## src/rtl/i2c_csr_pkg.sv

```systemverilog
// Shared constants and register layout for the I2C CSR bank.
package i2c_csr_pkg;

  localparam int unsigned ADDR_W = 4;
  localparam int unsigned IRQ_W  = 5;

  localparam logic [ADDR_W-1:0] ADDR_CONTROL    = 4'd0;
  localparam logic [ADDR_W-1:0] ADDR_PRESCALE   = 4'd1;
  localparam logic [ADDR_W-1:0] ADDR_TX_DATA    = 4'd2;
  localparam logic [ADDR_W-1:0] ADDR_RX_DATA    = 4'd3;
  localparam logic [ADDR_W-1:0] ADDR_STATUS     = 4'd4;
  localparam logic [ADDR_W-1:0] ADDR_PARAM      = 4'd5;
  localparam logic [ADDR_W-1:0] ADDR_IRQ_EN     = 4'd6;
  localparam logic [ADDR_W-1:0] ADDR_IRQ_STATUS = 4'd7;

  localparam int unsigned CTRL_CORE_RST = 0;
  localparam int unsigned CTRL_CORE_EN  = 1;
  localparam int unsigned CTRL_RW       = 2;

  localparam int unsigned ST_AL         = 0;
  localparam int unsigned ST_BUSY       = 1;
  localparam int unsigned ST_RX_ACK     = 2;
  localparam int unsigned ST_TX_FULL    = 3;
  localparam int unsigned ST_RX_FULL    = 4;
  localparam int unsigned ST_TX_EMPTY   = 5;
  localparam int unsigned ST_RX_EMPTY   = 6;
  localparam int unsigned ST_TX_LVL_LSB = 8;
  localparam int unsigned ST_RX_LVL_LSB = 16;

  localparam int unsigned IRQ_AL         = 0;
  localparam int unsigned IRQ_TX_DRAINED = 1;
  localparam int unsigned IRQ_RX_PUSH    = 2;
  localparam int unsigned IRQ_TX_OVF     = 3;
  localparam int unsigned IRQ_RX_UDF     = 4;

  // CONTROL word, LSB first: core_rst, core_en, rw
  typedef struct packed {
    logic rw;
    logic core_en;
    logic core_rst;
  } ctrl_t;

  // Writable register state, sized for the widest configuration
  typedef struct packed {
    logic [IRQ_W-1:0] irq_en;
    logic [15:0]      prescale;
    ctrl_t            ctrl;
  } csr_regs_t;

  localparam csr_regs_t REG_INIT = '{
    irq_en:   '0,
    prescale: '0,
    ctrl:     '{rw: 1'b0, core_en: 1'b0, core_rst: 1'b1}
  };

endpackage

```

## src/rtl/i2c_csr_fifo.sv

```systemverilog
// First-word-fall-through FIFO with level output and synchronous flush.
module i2c_csr_fifo #(
  parameter int unsigned DATA_WIDTH  = 8,
  parameter int unsigned FIFO_DEPTH  = 16,
  parameter int unsigned LEVEL_WIDTH = $clog2(FIFO_DEPTH) + 1
) (
  input  logic                   clk_i,
  input  logic                   rst_i,
  input  logic                   flush_i,
  input  logic                   push_i,
  input  logic [DATA_WIDTH-1:0]  push_data_i,
  input  logic                   pop_i,
  output logic [DATA_WIDTH-1:0]  head_o,
  output logic                   full_o,
  output logic                   empty_o,
  output logic [LEVEL_WIDTH-1:0] level_o
);

  localparam int unsigned AW = $clog2(FIFO_DEPTH);

  logic [DATA_WIDTH-1:0]  mem [FIFO_DEPTH];
  logic [AW-1:0]          rd_ptr;
  logic [AW-1:0]          wr_ptr;
  logic [LEVEL_WIDTH-1:0] count;
  logic                   do_pop;
  logic                   do_push;

  assign full_o  = (count == LEVEL_WIDTH'(FIFO_DEPTH));
  assign empty_o = (count == '0);
  assign level_o = count;
  assign head_o  = mem[rd_ptr];

  // A pop frees a slot, so push-while-full is accepted when paired with a pop
  assign do_pop  = pop_i & ~empty_o;
  assign do_push = push_i & (~full_o | do_pop);

  // Pointer and occupancy tracking; pointers wrap naturally (power-of-two depth)
  always_ff @(posedge clk_i) begin
    if (rst_i || flush_i) begin
      rd_ptr <= '0;
      wr_ptr <= '0;
      count  <= '0;
    end else begin
      if (do_push) wr_ptr <= wr_ptr + AW'(1);
      if (do_pop)  rd_ptr <= rd_ptr + AW'(1);
      count <= count + LEVEL_WIDTH'(do_push) - LEVEL_WIDTH'(do_pop);
    end
  end

  // Storage array, no reset needed
  always_ff @(posedge clk_i) begin
    if (do_push) mem[wr_ptr] <= push_data_i;
  end

endmodule

```

## src/rtl/i2c_csr_bank.sv

```systemverilog
// CPU-facing CSR bank for the I2C master: register decode, TX/RX FIFOs, IRQs.
module i2c_csr_bank
  import i2c_csr_pkg::*;
#(
  parameter int unsigned DATA_WIDTH     = 8,
  parameter int unsigned FIFO_DEPTH     = 16,
  parameter int unsigned PRESCALE_WIDTH = 16
) (
  input  logic                      clk_i,
  input  logic                      rst_i,
  input  logic                      req_valid_i,
  output logic                      req_ready_o,
  input  logic                      req_write_i,
  input  logic [3:0]                req_addr_i,
  input  logic [31:0]               req_wdata_i,
  output logic                      rsp_valid_o,
  input  logic                      rsp_ready_i,
  output logic [31:0]               rsp_rdata_o,
  output logic                      rsp_err_o,
  output logic [DATA_WIDTH-1:0]     tx_data_o,
  output logic                      tx_valid_o,
  input  logic                      tx_ready_i,
  input  logic [DATA_WIDTH-1:0]     rx_data_i,
  input  logic                      rx_valid_i,
  output logic                      rx_ready_o,
  input  logic                      core_busy_i,
  input  logic                      core_rx_ack_i,
  input  logic                      core_al_i,
  output logic                      core_en_o,
  output logic                      core_rst_o,
  output logic                      rw_o,
  output logic [PRESCALE_WIDTH-1:0] prescale_o,
  output logic                      irq_o
);

  localparam int unsigned LW = $clog2(FIFO_DEPTH) + 1;

  csr_regs_t          regs;
  logic [IRQ_W-1:0]   irq_sts;
  logic [IRQ_W-1:0]   irq_sts_d;
  logic [IRQ_W-1:0]   irq_set;
  logic               tx_empty_q;

  logic               acc;
  logic [31:0]        rd_c;
  logic               err_c;
  logic               ctrl_we, pre_we, en_we;
  logic [IRQ_W-1:0]   w1c_c;
  logic               tx_push_c, rx_pop_c, ovf_c, udf_c;
  logic [31:0]        status_c;
  logic [31:0]        param_c;

  logic [DATA_WIDTH-1:0] tx_head, rx_head;
  logic                  tx_full, tx_empty, rx_full, rx_empty;
  logic [LW-1:0]         tx_level, rx_level;
  logic                  unused_bits;

  assign req_ready_o = ~rsp_valid_o | rsp_ready_i;
  assign acc         = req_valid_i & req_ready_o & ~rst_i;

  assign core_rst_o  = regs.ctrl.core_rst;
  assign core_en_o   = regs.ctrl.core_en & ~regs.ctrl.core_rst;
  assign rw_o        = regs.ctrl.rw;
  assign prescale_o  = regs.prescale[PRESCALE_WIDTH-1:0];
  assign tx_valid_o  = ~tx_empty;
  assign tx_data_o   = tx_empty ? '0 : tx_head;
  assign rx_ready_o  = ~rx_full;
  assign unused_bits = ^{req_wdata_i, regs.prescale};

  i2c_csr_fifo #(.DATA_WIDTH(DATA_WIDTH), .FIFO_DEPTH(FIFO_DEPTH), .LEVEL_WIDTH(LW)) u_tx_fifo (
    .clk_i       (clk_i),
    .rst_i       (rst_i),
    .flush_i     (regs.ctrl.core_rst),
    .push_i      (tx_push_c),
    .push_data_i (req_wdata_i[DATA_WIDTH-1:0]),
    .pop_i       (tx_ready_i),
    .head_o      (tx_head),
    .full_o      (tx_full),
    .empty_o     (tx_empty),
    .level_o     (tx_level)
  );

  i2c_csr_fifo #(.DATA_WIDTH(DATA_WIDTH), .FIFO_DEPTH(FIFO_DEPTH), .LEVEL_WIDTH(LW)) u_rx_fifo (
    .clk_i       (clk_i),
    .rst_i       (rst_i),
    .flush_i     (regs.ctrl.core_rst),
    .push_i      (rx_valid_i),
    .push_data_i (rx_data_i),
    .pop_i       (rx_pop_c),
    .head_o      (rx_head),
    .full_o      (rx_full),
    .empty_o     (rx_empty),
    .level_o     (rx_level)
  );

  // Read-only views: STATUS and PARAM words
  always_comb begin
    status_c                          = '0;
    status_c[ST_AL]                   = irq_sts[IRQ_AL];
    status_c[ST_BUSY]                 = core_busy_i;
    status_c[ST_RX_ACK]               = core_rx_ack_i;
    status_c[ST_TX_FULL]              = tx_full;
    status_c[ST_RX_FULL]              = rx_full;
    status_c[ST_TX_EMPTY]             = tx_empty;
    status_c[ST_RX_EMPTY]             = rx_empty;
    status_c[ST_TX_LVL_LSB +: 8]      = 8'(tx_level);
    status_c[ST_RX_LVL_LSB +: 8]      = 8'(rx_level);
    param_c = {8'd0, 8'(FIFO_DEPTH), 8'd8, 8'(DATA_WIDTH)};
  end

  // Access decode: read mux, write strobes, FIFO side effects and errors
  always_comb begin
    rd_c      = '0;
    err_c     = 1'b0;
    ctrl_we   = 1'b0;
    pre_we    = 1'b0;
    en_we     = 1'b0;
    w1c_c     = '0;
    tx_push_c = 1'b0;
    rx_pop_c  = 1'b0;
    ovf_c     = 1'b0;
    udf_c     = 1'b0;
    if (acc) begin
      case (req_addr_i)
        ADDR_CONTROL:    if (req_write_i) ctrl_we = 1'b1; else rd_c = 32'(regs.ctrl);
        ADDR_PRESCALE:   if (req_write_i) pre_we = 1'b1; else rd_c = 32'(regs.prescale);
        ADDR_TX_DATA: begin
          if (!req_write_i) err_c = 1'b1;
          else if (tx_full) begin
            err_c = 1'b1;
            ovf_c = 1'b1;
          end else if (regs.ctrl.core_rst) err_c = 1'b1;
          else tx_push_c = 1'b1;
        end
        ADDR_RX_DATA: begin
          if (req_write_i) err_c = 1'b1;
          else if (rx_empty) begin
            err_c = 1'b1;
            udf_c = 1'b1;
          end else begin
            rx_pop_c = 1'b1;
            rd_c     = 32'(rx_head);
          end
        end
        ADDR_STATUS:     if (req_write_i) err_c = 1'b1; else rd_c = status_c;
        ADDR_PARAM:      if (req_write_i) err_c = 1'b1; else rd_c = param_c;
        ADDR_IRQ_EN:     if (req_write_i) en_we = 1'b1; else rd_c = 32'(regs.irq_en);
        ADDR_IRQ_STATUS: if (req_write_i) w1c_c = req_wdata_i[IRQ_W-1:0]; else rd_c = 32'(irq_sts);
        default:         err_c = 1'b1;
      endcase
    end
  end

  // Sticky interrupt sources; a same-cycle set overrides the clear
  always_comb begin
    irq_set                 = '0;
    irq_set[IRQ_AL]         = core_al_i;
    irq_set[IRQ_TX_DRAINED] = tx_empty & ~tx_empty_q;
    irq_set[IRQ_RX_PUSH]    = rx_valid_i & ~rx_full & ~regs.ctrl.core_rst;
    irq_set[IRQ_TX_OVF]     = ovf_c;
    irq_set[IRQ_RX_UDF]     = udf_c;
    irq_sts_d               = (irq_sts & ~w1c_c) | irq_set;
  end

  // Register state, interrupt line and response channel
  always_ff @(posedge clk_i) begin
    if (rst_i) begin
      regs        <= REG_INIT;
      irq_sts     <= '0;
      irq_o       <= 1'b0;
      tx_empty_q  <= 1'b1;
      rsp_valid_o <= 1'b0;
      rsp_rdata_o <= '0;
      rsp_err_o   <= 1'b0;
    end else begin
      if (ctrl_we) regs.ctrl     <= ctrl_t'(req_wdata_i[2:0]);
      if (pre_we)  regs.prescale <= 16'(req_wdata_i[PRESCALE_WIDTH-1:0]);
      if (en_we)   regs.irq_en   <= req_wdata_i[IRQ_W-1:0];
      irq_sts    <= irq_sts_d;
      irq_o      <= |(irq_sts_d & regs.irq_en);
      tx_empty_q <= tx_empty;
      if (acc) begin
        rsp_valid_o <= 1'b1;
        rsp_rdata_o <= rd_c;
        rsp_err_o   <= err_c;
      end else if (rsp_ready_i) begin
        rsp_valid_o <= 1'b0;
      end
    end
  end

endmodule

```

## config.mk

```make
export PLATFORM = sky130hd
export DESIGN_NAME = i2c_csr_bank
export DESIGN_NICKNAME = d
export VERILOG_FILES = /design/src/rtl/i2c_csr_pkg.sv /design/src/rtl/i2c_csr_fifo.sv /design/src/rtl/i2c_csr_bank.sv
export SDC_FILE = /design/constraint.sdc
export NUM_CORES = 1
export LEC_CHECK = 0
export CORE_MARGIN = 8
export CORE_UTILIZATION = 57
export DETAILED_ROUTE_END_ITERATION = 7
export DONT_BUFFER_PORTS = 1
export PLACE_DENSITY = 0.82
export SYNTH_ARGS = -nofsm -noshare
export SYNTH_HDL_FRONTEND = slang
export SYNTH_SLANG_ARGS = --single-unit
export TNS_END_PERCENT = 1
```

## constraint.sdc

```tcl
create_clock -name clk_i -period 2.5 [get_ports clk_i]
set_input_delay 0.375 -clock clk_i [delete_from_list [all_inputs] [get_ports clk_i]]
set_output_delay 0.375 -clock clk_i [all_outputs]
set_load 0.1 [all_outputs]
```

==> results.env <==
DIE_W_UM=175
YS_TOP_CELLS_BY_AREA='sky130_fd_sc_hd__edfxtp_1 (54%), sky130_fd_sc_hd__dfxtp_1 (12%), sky130_fd_sc_hd__mux4_2 (8.0%)'
SYNTH_SEQUENTIAL_AREA_RATIO=0.658
FILLER_CELL_COUNT=1516
CRITPATHMOSTFREQUENTCELL='sky130_fd_sc_hd__mux4_2'
POWER.TOTAL_W=0.0121
FINALCRITPERIODSHARE=1.17
YOSYSWARNINGCOUNT=0
CORE_AREA_SQ_MM=0.0250
TOP_LEVEL_PORTS=119
RUN_STATUS='complete, but fails checks'
YOSYS.CELL_TYPES.COUNT=70
GRT_SETUP_UNREPAIRED='yes'
POWER.SHARE.CLOCK=0.465
SYNTH_TOP_AREA_FRAC=0.535
GR-USAGE-ALL-LAYERS=0.234
SETUP_VIOL=10
CP_PEAK_STAGE_DELAY_NS=0.52
GRT_PASS1_VIAS=9006
TIMING.CRITICAL_PATH.SLOWEST_STAGE_CELL='sky130_fd_sc_hd__mux4_2'
CLOCK-SINKS=344
CLOCK_INSERTION_DELAY_WORST_SKEW_NS=0.53
FINAL-HOLD-VIOLATION-COUNT=0
DP_HPWL_MM=21.4
P_INT_W=0.00958
POSTPLACECELLAREA_SQ_MM=0.0154
VDD.IR_DROP.WORST_uV=540
SYN_AVG_CELL_AREA_SQ_UM=15.3
FINAL_NET_COUNT=1124
DR.PASS1.ITERS=8
CP_DATA_ARRIVAL_TIME_NS=2.54
ASYNCSETRESETFLOPFRACSYNTH=0
SYNTH_TOP_CELL_BY_AREA='sky130_fd_sc_hd__edfxtp_1'
SLEW_HEADROOM=0.507
PLACEMENT.IO_BUFFERS=0
SYNTH.FF_LATCH_COUNT=344
SEQ_POWER_SHARE=0.506
FINAL-MAX-SLEW-VIOLATION-COUNT=0
GRT_OVERFLOW=0
ROUTE.FINAL.WIRE_LENGTH_MM=37.2
HTREE_NUM_LEVELS=2
TRITONCTS.NUM_BUFFERS=35
SYNTH_EDF_COUNT=256
PATH_CELLS='clkbuf_16 -> mux4_2 -> mux4_2 -> and2_4 -> buf_12'
ANTENNA_FOUND_INITIAL=2
POWER_FRAC_COMB=0.029
CP-END-KIND='output port'
CLK_PATH_BUF_DEPTH=3
DRTITER0DRC=1082
NETSWITCHINGFRACTION=0.211
FINAL_PERIOD_DEMAND_OF_THE_WORST_PATH_NS=2.92
AREA_OF_THE_DIE_SQ_MM=0.0305
START_KIND='flip-flop'
MAX_FREQ_MHz=343
NUMPLACEDINSTANCES=1309
NUM_VIAS=8990
WORST_SLEW_PIN_SLEW_NS=0.738
SWITCHINGPOWER_W=0.00256
MULTI_INPUT_COMBINATIONAL_CELL_AREA_SQ_MM=0.00441
POST_SYNTH_INSTANCE_AREA_SQ_MM=0.0144
FINAL.SETUP_SKEW_NS=0.0235
TIMING.FINAL.WS_SETUP_NS=-0.418
POWER_PER_CELL_AREA_mW_PER_MM2=714
INITIAL_UTILIZATION=0.575
DIE_Y_UM=175
CELLLEAKAGEPOWER_nW=5.74
LARGEST_NET_DEGREE_AT_THE_START_OF_GLOBAL_ROUTING=51
MIN-DELAY-PATH-CLASS='input pin to flip-flop'
FINAL_WEIGHTED_CONGESTION_OF_ROUTABILITY_DRIVEN_GLOBAL_PLACEMENT=0.855
NUMBER_OF_MAX_CAPACITANCE_VIOLATIONS_REPORTED=0
NETLIST_INSTANCES=936
CRIT_TYPE='flip-flop to output port'
DRT-VIAS-PER-INSTANCE=6.39
SYN_TO_FINAL_GROWTH_PCT=18.4
CP.REQUIRED_NS=2.12
FINAL-SEQ-AREA_SQ_MM=0.00946
YOSYS_MOST_USED_DFF='sky130_fd_sc_hd__edfxtp_1'
FINISH.INSTANCE_AREA_SQ_MM=0.0170
DETAIL_ROUTE.DRC_VIOLATIONS=0
PATH_MAX_FANOUT=8
CLK_PIN_SLEW_NS=0.06
FINAL_ANTENNA_NET_COUNT=0
DRT-WIRELENGTH-PER-CELL_UM=26.5
CLOCK_TREE_FROM_TRITONCTS='yes'
FINAL_CELLS=1407
VIOLATIONS='negative setup slack'
POST_ROUTE_CELLS_DRIVE_ABOVE_1_SHARE=0.282
FLOORPLAN.ROWS=58
FIRST_PASS_GRT_WIRE_LENGTH_MM=54.7
CLK_ROOT_BUFFER_CELL='sky130_fd_sc_hd__clkbuf_16'
[path summary, 6_finish.rpt]
check / from / end / slack [ns] / cells past startpoint
worst max-delay path: flip-flop / tx_data_o[7] / -0.42 / 5
worst min-delay path: req_wdata_i[6] / prescale_o[6] / 0.006 / 2
worst max register to register: u_rx_fifo.level_o[3] / u_rx_fifo.level_o[4] / -0.13 / 15
worst min register to register: prescale_o[14] / rsp_rdata_o[14] / 0.51 / 2
[worst max-delay path, delay by kind of cell, from the launching register on]
kind          cells  cell delay [ns]
buf+inv           2             0.36
flops             1             0.43
mux               2             1.01
simple gates      1             0.20
[power by group through the flow]
stage                     clock (W)  sequential (W)  combinational [W]
final                       0.00564         0.00614           0.000354
after global routing        0.00588         0.00614           0.000367
after CTS                   0.00566         0.00614           0.000346
after detailed placement          0         0.00627           0.000235
after global placement            0         0.00626           0.000232
after floorplan                   0         0.00629           0.000204
[cells by family after synthesis]
group           count (synthesis)  synth area share
compound gates                117            0.0549
simple gates                  232            0.0845
other cells                     1          0.000261
buf+inv                       111            0.0399
mux                            92             0.132
xor+xnor                       15           0.00915
fa+ha+maj                      24            0.0220
flops                         344             0.658
[placed cells by master, fill, tap and decap left out, drive strengths merged, types with 4 or more instances in the layout]
cell type,count
conb,11
mux2i,17
clkinvlp,6
nor3,12
nor4b,4
xnor2,9
a22oi,15
nor2b,7
nand3,31
mux4,71
a31oi,8
buf,112
nand2,47
edfxtp,256
nand2b,4
nand4,6
clkbuf,44
and3,8
nor2,72
a22o,6
and2,22
dfxtp,88
mux2,4
clkinv,8
diode,4
bufinv,7
a222oi,5
inv,36
ha,22
xor2,6
a21oi,34
dlygate4sd3,25
o21ai,23
a21o,4
[synthesized netlist by cell type, drive strengths merged (3+ instances only)]
cell type and count:
inv 35, a21o 4, xnor2 9, nor3 12, mux2 4, and3 8, a22o 6, mux4 71
ha 22, buf 49, and2 22, nand2b 4, a222oi 5, edfxtp 256, xor2 6, nand3 31
a31oi 8, nor2 72, dfxtp 88, or3 3, a21oi 34, nor4b 4, o21ai 23, nand4 6
nand2 47, o211ai 3, mux2i 17, clkbuf 27, a311oi 3, a22oi 15, nor2b 7, o21ba 3
[what timing repair did]
item	CTS	global route
pin swaps	1	0
setup endpoints to repair	24	48
buffers inserted	2	0
hold endpoints to repair	307	0
gates cloned	0	2
hold buffers	26	0
gates resized for setup	16	24
[flip-flops by register name (all words and copies together) (netlist names), 5 cells and up, named ones only]
name and count:
u_rx_fifo.mem 128, u_tx_fifo.mem 128, rsp_rdata_o 21, prescale_o 16, regs 6, irq_sts 5, u_rx_fifo.level_o 5, u_tx_fifo.level_o 5
[cell type report]
| cell class | instances | share of cell area |
|---|---|---|
| diodes | 4 | 0.000589 |
| multi-input cells | 491 | 0.260 |
| clock inverters | 22 | 0.0198 |
| flip-flops and latches | 344 | 0.556 |
| repair buffers | 139 | 0.0776 |
| well taps | 330 | 0.0243 |
| clock buffers | 42 | 0.0531 |
| inverters | 35 | 0.00854 |
[layer usage]
metal / routed length (um) / vias up / track usage / part of all wire
met5: 0 / - / 0 / 0
met4: 1980 / 0 / 0.126 / 0.053
met3: 3620 / 113 / 0.0533 / 0.097
met2: 18300 / 615 / 0.386 / 0.49
met1: 13300 / 4512 / 0.283 / 0.36
li1: - / 3750 / - / -
[per-stage QoR]
stage / hold slack (ns) / setup TNS, ns / util / worst slack, ns
3_5_place_dp: 0.456 / -0.135 / 0.618 / -0.0792
3_3_place_gp: 0.452 / -0.0245 / 0.618 / -0.0245
4_1_cts: 0.00161 / -3.42 / 0.679 / -0.445
6_report: 0.00624 / -3.27 / 0.681 / -0.418
5_1_grt: -0.00434 / -3.96 / 0.681 / -0.465
2_1_floorplan: 0.447 / -1.07 / - / -0.178
Note: power is estimated with default switching activity, not from simulation.
